[src/rtl/instr_fetch_pkg.sv]
// Shared definitions for the instruction fetch/issue unit: widths, FSM state type,
// HALT encoding, opcodes and the fixed branch-target table.
package fetch_pkg;

  localparam int DEF_IW   = 9;
  localparam int DEF_PCW  = 10;
  localparam int DEF_LUTW = 4;

  typedef enum logic [1:0] {
    S_IDLE  = 2'd0,
    S_FETCH = 2'd1,
    S_ISSUE = 2'd2,
    S_DONE  = 2'd3
  } fetch_state_t;

  localparam logic [DEF_IW-1:0] HALT_WORD = 9'h1FF;

  // Decoder opcode lives in instr[8:6]
  localparam logic [2:0] OP_ALU = 3'b000;
  localparam logic [2:0] OP_BEQ = 3'b001;
  localparam logic [2:0] OP_LD  = 3'b010;
  localparam logic [2:0] OP_ST  = 3'b011;

  localparam logic [DEF_PCW-1:0] BR_TARGETS [2**DEF_LUTW] = '{
    10'd0,   10'd16,  10'd32,  10'd48,
    10'd10,  10'd64,  10'd80,  10'd96,
    10'd128, 10'd160, 10'd200, 10'd256,
    10'd300, 10'd400, 10'd512, 10'd1000
  };

endpackage

[src/rtl/instr_fetch_if.sv]
// Instruction memory and issue-side handshake bundle of instr_fetch.
// master = fetch unit, slave = memory/decoder side.
interface instr_fetch_if
  import fetch_pkg::*;
#(
  parameter int IW  = DEF_IW,
  parameter int PCW = DEF_PCW
);

  logic           imem_en_o;
  logic [PCW-1:0] imem_addr_o;
  logic [IW-1:0]  imem_data_i;
  logic [IW-1:0]  instr_o;
  logic [4:0]     ctrl_instr_o;
  logic           instr_valid_o;
  logic           instr_ready_i;
  logic           branch_i;
  logic           zero_i;
  logic [PCW-1:0] pc_o;

  modport master (
    output imem_en_o, imem_addr_o, instr_o, ctrl_instr_o, instr_valid_o, pc_o,
    input  imem_data_i, instr_ready_i, branch_i, zero_i
  );

  modport slave (
    input  imem_en_o, imem_addr_o, instr_o, ctrl_instr_o, instr_valid_o, pc_o,
    output imem_data_i, instr_ready_i, branch_i, zero_i
  );

endinterface

[src/rtl/instr_fetch_branch_lut.sv]
// Combinational branch-target lookup: LUT index from the instruction's low bits
// to a PC value taken from fetch_pkg::BR_TARGETS.
module branch_lut
  import fetch_pkg::*;
#(
  parameter int PCW = DEF_PCW
) (
  input  logic [DEF_LUTW-1:0] i_idx,
  output logic [PCW-1:0]      o_target
);

  assign o_target = BR_TARGETS[i_idx][PCW-1:0];

endmodule

[src/rtl/instr_fetch.sv]
// Instruction fetch/issue FSM: sequences the PC, reads the synchronous ROM and issues
// words over valid/ready. Optional $write trace when FETCH_TRACE_EN is defined.
module instr_fetch
  import fetch_pkg::*;
#(
  parameter int IW  = DEF_IW,
  parameter int PCW = DEF_PCW
) (
  input  logic          Clk,
  input  logic          Reset_n,
  input  logic          start_i,
  output logic          done_o,
  output logic          err_o,
  instr_fetch_if.master bus
);

  localparam logic [PCW-1:0] PC_MAX = '1;

  fetch_state_t   r_state, w_state_nxt;
  logic [PCW-1:0] r_pc, w_pc_nxt, w_target;
  logic [IW-1:0]  r_instr, w_instr;
  logic           r_cap, r_err, w_err_nxt;
  logic           w_accept, w_halt, w_taken, w_last;

  // ROM data is only valid in the first ISSUE cycle; pass it through, then hold the copy
  assign w_instr  = r_cap ? bus.imem_data_i : r_instr;
  assign w_accept = (r_state == S_ISSUE) && bus.instr_ready_i;
  assign w_halt   = (w_instr == HALT_WORD);
  assign w_taken  = bus.branch_i && bus.zero_i;
  assign w_last   = (r_pc == PC_MAX);

  branch_lut #(.PCW(PCW)) u_branch_lut (
    .i_idx    (w_instr[DEF_LUTW-1:0]),
    .o_target (w_target)
  );

  always_ff @(posedge Clk or negedge Reset_n) begin
    if (!Reset_n) begin
      r_state <= S_IDLE;
      r_pc    <= '0;
      r_instr <= '0;
      r_cap   <= 1'b0;
      r_err   <= 1'b0;
    end else begin
      r_state <= w_state_nxt;
      r_pc    <= w_pc_nxt;
      r_err   <= w_err_nxt;
      r_cap   <= (r_state == S_FETCH);
      if (r_cap) r_instr <= bus.imem_data_i;
    end
  end

  always_comb begin
    w_state_nxt = r_state;
    w_pc_nxt    = r_pc;
    w_err_nxt   = r_err;
    case (r_state)
      S_IDLE, S_DONE: begin
        if (start_i) begin
          w_state_nxt = S_FETCH;
          w_pc_nxt    = '0;
          w_err_nxt   = 1'b0;
        end
      end
      S_FETCH: w_state_nxt = S_ISSUE;
      S_ISSUE: begin
        if (w_accept) begin
          if (w_halt) begin
            w_state_nxt = S_DONE;
          end else if (w_taken) begin
            w_pc_nxt    = w_target;
            w_state_nxt = S_FETCH;
          end else if (w_last) begin
            w_state_nxt = S_DONE;
            w_err_nxt   = 1'b1;
          end else begin
            w_pc_nxt    = r_pc + 1'b1;
            w_state_nxt = S_FETCH;
          end
        end
      end
      default: w_state_nxt = S_IDLE;
    endcase
  end

  assign bus.imem_en_o     = (r_state == S_FETCH);
  assign bus.imem_addr_o   = r_pc;
  assign bus.instr_o       = w_instr;
  assign bus.ctrl_instr_o  = w_instr[IW-1 -: 5];
  assign bus.instr_valid_o = (r_state == S_ISSUE);
  assign bus.pc_o          = r_pc;
  assign done_o            = (r_state == S_DONE);
  assign err_o             = r_err;

`ifdef FETCH_TRACE_EN
  always @(posedge Clk) begin
    if (Reset_n && w_accept)
      $write("fetch: pc=%0d instr=%03h op=%0d %s\n", r_pc, w_instr, w_instr[IW-1 -: 3],
             (w_taken && !w_halt) ? "taken" : "not-taken");
    if (Reset_n && (r_state != S_DONE) && (w_state_nxt == S_DONE))
      $write("fetch: done %s\n", w_err_nxt ? "err (pc overflow)" : "halt");
  end
`else
  // trace disabled: no simulation output
`endif

endmodule

[src/flat_wrapper.sv]
// flat-port wrapper written by rule: the top's interface ports become plain ports
module instr_fetch_flat import fetch_pkg::*;
#(
  parameter int IW  = DEF_IW,
  parameter int PCW = DEF_PCW
)
  (Clk, Reset_n, start_i, done_o, err_o, bus_imem_en_o, bus_imem_addr_o, bus_instr_o, bus_ctrl_instr_o, bus_instr_valid_o, bus_pc_o, bus_imem_data_i, bus_instr_ready_i, bus_branch_i, bus_zero_i);
  instr_fetch_if #(.IW(IW), .PCW(PCW)) bus_i ();
  input  logic Clk;
  input  logic Reset_n;
  input  logic start_i;
  output logic done_o;
  output logic err_o;
  output wire logic [$bits(bus_i.imem_en_o)-1:0] bus_imem_en_o;
  output wire logic [$bits(bus_i.imem_addr_o)-1:0] bus_imem_addr_o;
  output wire logic [$bits(bus_i.instr_o)-1:0] bus_instr_o;
  output wire logic [$bits(bus_i.ctrl_instr_o)-1:0] bus_ctrl_instr_o;
  output wire logic [$bits(bus_i.instr_valid_o)-1:0] bus_instr_valid_o;
  output wire logic [$bits(bus_i.pc_o)-1:0] bus_pc_o;
  input wire logic [$bits(bus_i.imem_data_i)-1:0] bus_imem_data_i;
  input wire logic [$bits(bus_i.instr_ready_i)-1:0] bus_instr_ready_i;
  input wire logic [$bits(bus_i.branch_i)-1:0] bus_branch_i;
  input wire logic [$bits(bus_i.zero_i)-1:0] bus_zero_i;
  assign bus_imem_en_o = bus_i.imem_en_o;
  assign bus_imem_addr_o = bus_i.imem_addr_o;
  assign bus_instr_o = bus_i.instr_o;
  assign bus_ctrl_instr_o = bus_i.ctrl_instr_o;
  assign bus_instr_valid_o = bus_i.instr_valid_o;
  assign bus_pc_o = bus_i.pc_o;
  assign bus_i.imem_data_i = bus_imem_data_i;
  assign bus_i.instr_ready_i = bus_instr_ready_i;
  assign bus_i.branch_i = bus_branch_i;
  assign bus_i.zero_i = bus_zero_i;
  instr_fetch #(.IW(IW), .PCW(PCW)) u_core (.Clk(Clk), .Reset_n(Reset_n), .start_i(start_i), .done_o(done_o), .err_o(err_o), .bus(bus_i));
endmodule
[config.mk]
export PLATFORM = sky130hd
export DESIGN_NAME = instr_fetch_flat
export DESIGN_NICKNAME = d
export VERILOG_FILES = /design/src/rtl/instr_fetch_pkg.sv /design/src/rtl/instr_fetch_if.sv /design/src/rtl/instr_fetch_branch_lut.sv /design/src/rtl/instr_fetch.sv /design/src/flat_wrapper.sv
export SDC_FILE = /design/constraint.sdc
export NUM_CORES = 1
export LEC_CHECK = 0
export ABC_AREA = 1
export ABC_CLOCK_PERIOD_IN_PS = 4400
export CORE_MARGIN = 10
export CORE_UTILIZATION = 35
export DETAILED_ROUTE_END_ITERATION = 6
export DONT_BUFFER_PORTS = 1
export SLEW_MARGIN = 20
export SYNTH_ARGS = -nofsm -noshare
export SYNTH_HDL_FRONTEND = slang
export SYNTH_HIERARCHICAL = 1
export SYNTH_SLANG_ARGS = --single-unit
[constraint.sdc]
create_clock -name Clk -period 4.4 [get_ports Clk]
set_input_delay 1.32 -clock Clk [delete_from_list [all_inputs] [get_ports Clk]]
set_output_delay 1.32 -clock Clk [all_outputs]
set_load 0.01 [all_outputs]
# After elaboration in Yosys (flattened, before gate mapping)
# Memories as Yosys holds them, arrays and structs flattened.
# Index checks and enable logic that the tools add are counted.
totals:
  reg_bits: 23
  mem_bits_ro: 160
  in_bits: 15
  out_inout_bits: 38
  elab_cells: 49
  mem_count: 1
mem_list:
  columns: ["memory", "words", "word_bits", "read_ports", "rd_ports_with_merged_regs", "wr", "line_no", "text"]
  rows:
  - ["(no name shown)", 16, 10, 1, 0, 0, "instr_fetch_branch_lut.sv:12", "assign o_target = BR_TARGETS[i_idx][PCW-1:0];"]
classes:
  add_sub_neg: 1
  magnitude_cmp: 1
  n_eq_ne: 11
  muxes: 21
  bitwise_logic: 1
  reduce_logical: 8
ops:
  columns: ["op", "n"]
  rows:
  - ["10-bit 2-to-1 mux", 7]
  - ["10-bit one-hot mux with 2 select lines", 1]
  - ["10-bit by 1-bit adder with 10-bit output (second input constant)", 1]
  - ["10-bit == test (second input constant)", 1]
  - ["2-bit 2-to-1 mux", 5]
  - ["9-bit == test (second input constant)", 1]
  - ["9-bit 2-to-1 mux", 1]
  - ["2-bit inequality test (second input constant)", 3]
  - ["2-bit one-hot mux with 3 select lines", 1]
  - ["6-bit AND reduction", 1]
  - ["5-bit greater-or-equal comparator (second input constant)", 1]
  - ["1-bit 2-to-1 mux", 5]
  - ["4-bit inverter with 5-bit output", 1]
  - ["5-bit AND reduction", 1]
  - ["2-bit == test (second input constant)", 2]
  - ["2-bit by 1-bit inequality test with 1-bit output (second input constant)", 2]
  - ["3-bit by 2-bit inequality test with 1-bit output (second input constant)", 1]
  - ["2-bit by 1-bit == test with 1-bit output (second input constant)", 1]
  - ["1-bit logical AND", 2]
  - ["2-bit logical NOT", 1]
  - ["1-bit one-hot mux with 2 select lines", 1]
  - ["2-bit AND reduction", 1]
  - ["2-bit nonzero test", 1]
  - ["2-bit OR reduction", 1]

# Longest topological paths before layout
# Gate-level depths: netlist of run 1.
logic_depth:
  depth_word: 9
  mapped_depth: 16
  ltp_nobuf: 16

# By module
# The synthesis of run 1 kept the hierarchy.
by_module_without_submodules:
  columns: ["module", "instances", "cells_per_inst", "area_each_um2", "seq_area_each_um2"]
  rows:
  - ["instr_fetch", 1, 211, 1492.7, 575.6]
  - ["branch_lut", 1, 52, 306.5, 0.0]

# Worst setup path after synthesis of run 1
# No wires, ideal clock.
synth_timing:
  path_kind: "input-to-output"
  start: "input port bus_imem_data_i[8]"
  end: "output port bus_instr_o[8]"
  t_arrival_ps: 1779
  required_time_ps: 3080
  slack_ps: 1301
  stages: 3
  n_path_buf: 1
  cell_sequence: "o21ai_0 > inv_1 > buf_4"
synth_via:
  elab_chain_cells: 1
synth_lines:
  columns: ["element", "line_no", "text"]
  rows:
  - ["from (decl)", "flat_wrapper.sv:20", "input wire logic [$bits(bus_i.imem_data_i)-1:0] bus_imem_data_i;"]
  - ["9-bit 2-to-1 mux", null, null]
  - ["to (decl)", "flat_wrapper.sv:16", "output wire logic [$bits(bus_i.instr_o)-1:0] bus_instr_o;"]
# No other way between the ends.

# Final worst setup path of run 1
layout_timing:
  start: "input port bus_imem_data_i[2]"
  end: "output port bus_instr_o[2]"
# Same word-level chain as after synthesis.

==> results.md, run 1 <==
- Run status: finished clean
- RSZ-0062 raised after global routing: false
- Hpwl dp: 3078 µm
- Final WL: 3923 µm
- Die Area: approximately 8400 µm²
- Post-synthesis sequential area ratio: 0.3199
- Cells along the critical path: nand2_1 > nand2_1
- CP max FO: 12
- Layout area overhead: -1.947%
- Clock Skews: 0.002367 ns
- CTS Hold Buffers Added: 0
- Dominant cell type by area after synthesis: dfrtp_1
- Switching share of power: 0.5378
- Residual DRC: 0
- Post_cts resized: 0
- Initial antenna violation count: 0
- Total power: 1.139 mW
- Crit-path most repeated cell: nand2_1
- Die Height: just over 90 µm
- Mean post-synth cell area: around 6.8 µm²
- Post-CTS Setup Repair Bufs: 0
- Clock-pin slew on the worst setup and hold paths: roughly 0.090 ns
- Top cell type's share of synthesized area: 0.3199
- First-pass DRT Iterations: 4
- Max stage delay on crit path: between 0.4 and 0.5 ns
- Max Transition Viols Final: 0
- GRT overflow: 0
- CP Launch Type: primary input
- Leakage: ~0.94 nW
- Int Power: 0.5266 mW
- Min cycle time layout: 3.139 ns
- Max Buffers Root-to-Sink: 2
- Footprint of the multi-input gates: slightly above 900 µm²
- Dominant cells by area after synthesis: dfrtp_1 (32%), nand2_1 (20%), buf_4 (7.9%)
- Ant diodes: 0
- P_sw: about 0.61 mW
- CTS tree: yes
- Root buffer cell: clkbuf_8
- Top post-synthesis cells by count: nand2_1 (94), inv_1 (30), dfrtp_1 (23), nor2_1 (23), nand3_1 (21)
- Slowest stage cell on the critical path: nand2_1
- Pin count of the biggest net entering global routing: 24
- Vias: approximately 1400
- Final period util: 0.7135
- FILL cells: 579
- Placer Congestion: 0.8222
- WS Path Type: primary input to output pin
- Synthesized cell area: 1799 µm²
- Nets@finish: ~270
- CP arrival: approximately 1.8 ns
- Async set-reset flop share out of synthesis: 1.000
- Clock tree sinks: 23
- H-tree depth: 1
- Global-route wire length before repair: 6527 µm
- Post-Syn Instances: ~260
- R2r setup slk: around 1.9 ns
- Vias in the first global route: 1332
- Number of CTS-inserted buffers: 3
- Post-Syn Nets: around 290
- Register Area: ~580 µm²
- Max cap viols: 0
- Final instance area: around 1800 µm²
- Ys flop type: dfrtp_1
- Fmax: 0.3185 GHz
- Seq cells post-synth: 23
- Worst Path Buf+Inv: 0
- Setup-failing EPs final: 0
- Relative slew margins: 0.3932
- Area after DPL: 1718 µm²
- DRT iter0 DRCs: 83
- Cell family with most CP delay: simple AND/OR/NAND/NOR gates
- Antenna viol nets, final: 0
- Worst-Margin Slew: 0.9068 ns
- Drt wl/cell: approximately 12 µm
- Share of total power in the clock network: 0.119
- Cell Rows: 26
- Peak VDD IR: ~0.00020 V
- Layout cells sized above 1: 0.07347
- Io pins: 53
- Core area: 5042 µm²
- Sequential power share: 0.317
- Yosys warnings: 6
- Logic pwr share: 0.564
- Vias/cell: between 4 and 5
- GRT Total Usage: 0.09056
- Die width: between 90 and 100 µm
- Pwr Density: 645.7 nW/µm²
- Clk_lat worst skew: around 0.26 ns
- CP required: ~3 ns
- Most frequent cell after synthesis: nand2_1
- Final Hold Violating Endpoints: 0
- Number of synthesized flops with an enable pin: 0
- Port buffer count: 0
- Hold crit path type: flip-flop to flip-flop
- Starting density of the core: 0.3568
- Final setup TNS: 0 ns
- Setup crit end kind: output pin
- Distinct cell type count after synthesis: 27
## cell type report
| cell class | instances | area share |
|---|---|---|
| Clock buffer | 3 | 0.02340 |
| Clock inverter | 1 | 0.002837 |
| Inverter | 33 | 0.07447 |
| Multi-Input combinational cell | 185 | 0.5234 |
| Sequential cell | 23 | 0.3262 |
| Tap cell | 70 | 0.04965 |
## power groups by stage
| stage | Sequential, mW | Clock (mW) | Combinational (mW) |
|---|---|---|---|
| 2_1_floorplan | 0.329 | 0 | 0.645 |
| 3_3_place_gp | 0.364 | 0 | 0.644 |
| 3_5_place_dp | 0.368 | 0 | 0.648 |
| 4_1_cts | 0.363 | 0.139 | 0.653 |
| 5_1_grt | 0.374 | 0.145 | 0.741 |
| 6_report | 0.361 | 0.136 | 0.642 |
## through the flow
stage | setup WS, ns | std cells | hold slack, ns | utilization
after floorplan | 1.301 | 263 | 0.4992 | -
after global routing | 1.208 | 315 | 0.5995 | 0.3499
final | 1.261 | 315 | 0.5654 | 0.3499
after detailed placement | 1.256 | 311 | 0.5403 | 0.3407
after CTS | 1.255 | 315 | 0.5607 | 0.3499
after global placement | 1.264 | 311 | 0.5308 | 0.3407
## placed cells by master (no fill, tap or decap), drive strengths merged
master  netlist  layout
nand2       102     102
inv          33      33
nor2         24      24
dfrtp        23      23
nand3        21      21
ha           11      11
o21ai         7       7
nand3b        6       6
a21oi         4       4
clkbuf        0       3
nor3          2       2
clkinv        0       1
o22ai         1       1
a211oi        1       1
nand4         1       1
a21boi        1       1
a21o          1       1
xnor2         1       1
o211ai        1       1
conb          1       1
## registers in the layout, indices dropped and copies added (netlist names)
register                cells
u_core/err_o                1
u_core/r_cap                1
u_core/r_instr              9
u_core/bus.imem_addr_o     10
u_core/r_state              2
## path summary, 6_finish.rpt
| check | start | end | depth (start not counted) |
|---|---|---|---|
| max | bus_imem_data_i[2] | bus_instr_o[2] | 2 |
| min | u_core/r_state[1] | u_core/r_state[1] | 2 |
| max reg2reg | u_core/r_state[0] | u_core/bus.imem_addr_o[0] | 8 |
| min reg2reg | u_core/r_state[1] | u_core/r_state[1] | 2 |
| max in group asynchronous | Reset_n | u_core/r_instr[3] | 0 |
| min in group asynchronous | Reset_n | u_core/r_cap | 0 |
## cells by family after synthesis
kind of cell               synth area share
DFF                                  0.3199
and+or+nand+nor                      0.3734
AOI/OAI and AO/OA                   0.05633
buffers and inverters                0.1669
other                              0.002084
adders and majority gates           0.07649
xor gates and xnor gates           0.004869
## routing by layer
layer | vias to the layer above | part of all wire | global-route usage | wire length [µm]
li1 | 758 | - | - | -
met1 | 654 | 0.46 | 0.1038 | 1808
met2 | 26 | 0.50 | 0.1653 | 1955
met3 | 2 | 0.031 | 0.01793 | 122
met4 | 0 | 0.0097 | 0.02699 | 38
met5 | - | 0 | 0 | 0
No activity file was read; power rests on OpenSTA's default activity.
==> run 2, diff against run 1 <==
--- a/config.mk
+++ b/config.mk
@@ -6,7 +6,7 @@
 export NUM_CORES = 1
 export LEC_CHECK = 0
 export ABC_AREA = 1
-export ABC_CLOCK_PERIOD_IN_PS = 4400
+export ABC_CLOCK_PERIOD_IN_PS = 2700
 export CORE_MARGIN = 10
 export CORE_UTILIZATION = 35
 export DETAILED_ROUTE_END_ITERATION = 6
==> constraint.sdc (replaced) <==
create_clock -name Clk -period 2.7 [get_ports Clk]
set_input_delay 0.81 -clock Clk [delete_from_list [all_inputs] [get_ports Clk]]
set_output_delay 0.81 -clock Clk [all_outputs]
set_load 0.01 [all_outputs]
==> results.md, run 2 (synthesis results as in run 1) <==
- RSZ-0062 raised after global routing: false
- Logic pwr share: 0.579 (+0.015)
- Ant diodes: 0 (unchanged)
- Antenna viol nets, final: 0 (unchanged)
- Hold crit path type: primary input to asynchronous set/reset pin
- Pin count of the biggest net entering global routing: 24 (unchanged)
- Fmax: ~0.43 GHz
- First-pass DRT Iterations: 4 (unchanged)
- Final WL: 4047 µm (+3.2%)
- FILL cells: 557 (-3.8%)
- Die Height: 91.70 µm (unchanged)
- DRT iter0 DRCs: 65 (-22%)
- Vias/cell: 4.539 (-0.71%)
- Commonest non-fill, non-tap cells in the layout: nand2_1 (94), inv_1 (30), nor2_1 (23), dfrtp_1 (23), nand3_1 (21)
- Register Area: 575.6 µm² (unchanged)
- Vias: 1457 (+1.2%)
- Number of CTS-inserted buffers: 3 (unchanged)
- Peak VDD IR: 0.0003103 V (+59%)
- Initial antenna violation count: 0 (unchanged)
- Final setup TNS: 0 ns (unchanged)
- Clk_lat worst skew: 0.27 ns (about the same)
- Share of total power in the clock network: 0.117 (-0.002)
- Clock Skews: 0.003053 ns (+0.0006860 ns)
- CP Launch Type: flip-flop
- Most common cell after layout, fill and taps aside: nand2_1
- GRT Total Usage: 0.09666 (+0.006103)
- Layout cells sized above 1: 0.09562 (+0.02215)
- Residual DRC: 0 (unchanged)
- Port buffer count: 0 (unchanged)
- Setup crit end kind: output pin
- Max Buffers Root-to-Sink: 2 (unchanged)
- Post-CTS Setup Repair Bufs: 0 (unchanged)
- Clock-pin slew on the worst setup and hold paths: 0.09 ns (about the same)
- Io pins: 53 (unchanged)
- P_sw: 1.007 mW (+64%)
- Die Area: 8409 µm² (unchanged)
- Setup-failing EPs final: 0 (unchanged)
- Final instance area: 1812 µm² (+2.7%)
- Footprint of the multi-input gates: 923.4 µm² (unchanged)
- GRT overflow: 0 (unchanged)
- H-tree depth: 1 (unchanged)
- CP arrival: 1.51 ns (-0.31 ns)
- Max cap viols: 0 (unchanged)
- Cell Rows: 26 (unchanged)
- Final period util: 0.8582
- Starting density of the core: 0.3568 (unchanged)
- Worst-Margin Slew: 0.7782 ns (-0.1286 ns)
- CTS tree: yes
- Die width: 91.70 µm (unchanged)
- Vias in the first global route: 1383 (+3.8%)
- CP required: 1.89 ns (-1.19 ns)
- Post_cts resized: 0 (unchanged)
- Switching share of power: 0.5257 (-0.01207)
- Min cycle time layout: roughly 2.3 ns
- Clock tree sinks: 23 (unchanged)
- Root buffer cell: clkbuf_8
- Final Hold Violating Endpoints: 0 (unchanged)
- Layout area overhead: 0.6955%
- Drt wl/cell: 12.61 µm (+1.2%)
- Relative slew margins: 0.4793 (+0.08608)
- Global-route wire length before repair: 6824 µm (+4.6%)
- Hpwl dp: 3218 µm (+4.6%)
- Placer Congestion: 0.7780 (-5.4%)
- Final setup margin: 0.3830 ns (-0.8777 ns)
- WS Path Type: flip-flop to output pin
- Max Transition Viols Final: 0 (unchanged)
- CTS Hold Buffers Added: 0 (unchanged)
- Run status: finished clean
- Area after DPL: 1763 µm² (+2.6%)
- Int Power: 0.9082 mW (+72%)
- Pwr Density: 1057 nW/µm² (+64%)
- CP max FO: 11 (-1)
- Core area: 5042 µm² (unchanged)
- Leakage: 0.9692 nW (+2.7%)
- Largest register FFs: 10 (unchanged)
- Post-Place Setup Slack: 0.3758 ns (-0.8804 ns)
- Nets@finish: 278 (+2.2%)
- Sequential power share: 0.304 (-0.013)
-- run 2: area by class of cell --
| type | instances | share of cell area |
|---|---|---|
| Clock buffer | 3 | 0.02279 |
| Clock inverter | 1 | 0.004144 |
| Timing Repair Buffer | 6 | 0.02486 |
| Sequential cell | 23 | 0.3177 |
| Multi-Input combinational cell | 185 | 0.5097 |
| Tap cell | 70 | 0.04834 |
| Inverter | 33 | 0.07251 |
-- run 2: through the flow --
stage          instances  hold slack [ns]    util  power, mW
2_1_floorplan        263           0.4992       -      1.588
5_1_grt              321           0.2081  0.3593      2.142
4_1_cts              321           0.2107  0.3593      1.950
3_3_place_gp         317           0.5154  0.3496      1.705
6_report             321           0.2251  0.3593      1.915
3_5_place_dp         317           0.5154  0.3496      1.715
-- run 2: worst paths after layout --
path | to | cells past startpoint | from | slack (ns)
max in group asynchronous | u_core/r_instr[4] | 0 | Reset_n | 2.40
min in group Clk | u_core/r_state[1] | 2 | u_core/r_state[1] | 0.56
setup / recovery | bus_instr_o[8] | 3 | u_core/r_cap | 0.38
hold / removal | u_core/bus.imem_addr_o[3] | 0 | Reset_n | 0.23
hold reg to reg | u_core/r_state[1] | 2 | u_core/r_state[1] | 0.56
setup reg to reg | u_core/bus.imem_addr_o[7] | 8 | u_core/r_state[0] | 0.55
-- run 2: critical path, stage by stage (launching register included) --
cell and delay [ns]:
dfrtp_1 0.56, inv_1 0.23, o21ai_0 0.27, inv_1 0.18
-- run 2: layer usage --
metal	wire length, µm	share of wire	GRT usage
met2	1983	0.49	0.1688
met4	54	0.013	0.03085
met1	1836	0.45	0.1173
met5	0	0	0
met3	172	0.043	0.01711
-- run 2: power groups by stage --
| stage | logic [mW] | clock network, mW | registers [mW] |
|---|---|---|---|
| after floorplan | 1.05 | 0 | 0.537 |
| after CTS | 1.12 | 0.239 | 0.589 |
| after detailed placement | 1.12 | 0 | 0.596 |
| final | 1.11 | 0.223 | 0.583 |
| after global routing | 1.29 | 0.246 | 0.606 |
| after global placement | 1.11 | 0 | 0.594 |
==> run 3, diff against run 2 <==
--- a/config.mk
+++ b/config.mk
@@ -7,7 +7,6 @@
 export LEC_CHECK = 0
 export ABC_AREA = 1
 export ABC_CLOCK_PERIOD_IN_PS = 2700
-export CORE_MARGIN = 10
 export CORE_UTILIZATION = 35
 export DETAILED_ROUTE_END_ITERATION = 6
 export DONT_BUFFER_PORTS = 1
==> results.md, run 3 (synthesis results as in run 1) <==
- Vias in the first global route: 1399 (+1.2%)
- Root buffer cell: clkbuf_8
- Clock tree sinks: 23 (unchanged)
- WS Path Type: flip-flop to output pin
- GRT overflow: 0 (unchanged)
- Max cap viols: 0 (unchanged)
- Die Height: 73.70 µm (-20%)
- Placer Congestion: 0.8510 (+9.4%)
- Max Buffers Root-to-Sink: 2 (unchanged)
- Final period util: 0.8326 (-0.02553)
- Reg-to-reg critical path endpoint: u_core/bus.imem_addr_o[8]
- Setup crit end kind: output pin
- Vias/cell: 4.539 (about the same)
- Starting density of the core: 0.3711 (+0.01427)
- Commonest non-fill, non-tap cells in the layout: nand2_1 (94), inv_1 (30), nor2_1 (23), dfrtp_1 (23), nand3_1 (21)
- Hold crit path type: primary input to asynchronous set/reset pin
- Most common cell after layout, fill and taps aside: nand2_1
- DRT iter0 DRCs: 116 (+78%)
- Initial antenna violation count: 0 (unchanged)
- Final setup margin: 0.4519 ns (+0.06893 ns)
- Met3 usage: 0.03292 (+0.01581)
- Setup-failing EPs final: 0 (unchanged)
- H-tree depth: 1 (unchanged)
- Run status: finished clean
- Register Area: 575.6 µm² (unchanged)
- Layout area overhead: 0.6955% (unchanged)
- Layout cells sized above 1: 0.09524 (-0.0003794)
- GRT Total Usage: 0.1532 (+0.05654)
- Post_cts resized: 0 (unchanged)
- Final setup TNS: 0 ns (unchanged)
- Die width: 73.70 µm (-20%)
- Footprint of the multi-input gates: 923.4 µm² (unchanged)
- Leakage: 0.9749 nW (+0.58%)
- CP required: 1.89 ns (about the same)
- Io pins: 53 (unchanged)
- CTS tree: yes
- Post-Place Setup Slack: 0.4214 ns (+0.04559 ns)
- Vias: 1448 (-0.62%)
- Clock Skews: 0.002712 ns (-0.0003403 ns)
- Post-CTS Setup Repair Bufs: 0 (unchanged)
- Fmax: 0.4448 GHz (+3.1%)
- RR Startpoint: u_core/r_cap
- Port buffer count: 0 (unchanged)
- Met1 usage: 0.1926 (+0.07534)
- Residual DRC: 0 (unchanged)
- Hpwl dp: 2760 µm (-14%)
- CTS Hold Buffers Added: 0 (unchanged)
- Pin count of the biggest net entering global routing: 24 (unchanged)
- Largest register FFs: 10 (unchanged)
- Met2 Usage GRT: 0.2497 (+0.08091)
- Pwr Density: 1067 nW/µm² (+0.92%)
- Peak VDD IR: 0.0004944 V (+59%)
- Worst r2r path cells: 11 (+3)
- Core area: 4848 µm² (-3.8%)
- Cell Rows: 25 (-3.8%)
- Top Usage Layer GRT: met2
- CP Launch Type: flip-flop
- Clk_lat worst skew: 0.27 ns (about the same)
- RSZ-0062 raised after global routing: false
- CP arrival: 1.44 ns (-0.07 ns)
- Final Hold Violating Endpoints: 0 (unchanged)
- Nets@finish: 279 (+0.36%)
- Drt wl/cell: 11.49 µm (-8.9%)
- CP max FO: 11 (unchanged)
- First-pass DRT Iterations: 4 (unchanged)
- Clock-pin slew on the worst setup and hold paths: 0.08 ns (about the same)
- Min cycle time layout: 2.248 ns (-0.06893 ns)
- Antenna viol nets, final: 0 (unchanged)
- Max Transition Viols Final: 0 (unchanged)
- FILL cells: 509 (-8.6%)
- Global-route wire length before repair: 6410 µm (-6.1%)
- Ant diodes: 0 (unchanged)
- Number of CTS-inserted buffers: 3 (unchanged)
- R2r setup slk: 0.66 ns (+0.11 ns)
- Final WL: 3665 µm (-9.4%)
- Die Area: 5432 µm² (-35%)
==> run 3: cell types whose count changed in the layout (fill, tap and decap cells not counted) <==
| cell | delta |
|---|---|
| buf_4 | +1 |
| clkbuf_1 | +1 |
| clkinvlp_4 | -1 |
==> run 3: worst max-delay path: stages, from the launching register on <==
cell,delay [ns]
dfrtp_1,0.53
inv_1,0.21
o21ai_0,0.25
inv_1,0.17
==> run 3: per-layer routing <==
layer / part of all wire / wire [µm]
met1: 0.47 / 1715
met3: 0.046 / 170
met2: 0.47 / 1706
met5: 0 / 0
met4: 0.020 / 72
==> run 3: per-stage QoR <==
step                hold WS [ns]  cells    util  cell area, µm²  power [mW]
floorplan                 0.4992    263       -            1799       1.588
global placement          0.5149    315  0.3644            1767       1.732
detailed placement        0.5149    315  0.3644            1767       1.735
CTS                       0.2133    319  0.3737            1812       1.964
global route              0.2027    319  0.3737            1812       2.153
finish                    0.2224    319  0.3737            1812       1.932
==> run 3: area by class of cell <==
cell class                      count  area share
Multi-Input combinational cell    185      0.5097
Sequential cell                    23      0.3177
Inverter                           33     0.07251
Tap cell                           67     0.04627
Timing Repair Buffer                7     0.02901
Clock buffer                        4     0.02486
==> run 3: worst max-delay path by stage <==
stage / start / end / slack [ns] / depth (start not counted)
after global placement: bus_imem_data_i[0] / u_core/bus.imem_addr_o[5] / 0.46 / 16
after floorplan: bus_imem_data_i[0] / u_core/bus.imem_addr_o[5] / 0.43 / 16
after global routing: u_core/r_cap / bus_ctrl_instr_o[4] / 0.26 / 3
final: u_core/r_cap / bus_instr_o[8] / 0.45 / 3
after detailed placement: bus_imem_data_i[0] / u_core/bus.imem_addr_o[5] / 0.42 / 16
after CTS: u_core/r_cap / bus_instr_o[8] / 0.42 / 3
==> run 3: where the power goes <==
part	internal (mW)	switching, mW
registers	0.456	0.127
clock network	0.106	0.117
logic	0.372	0.754
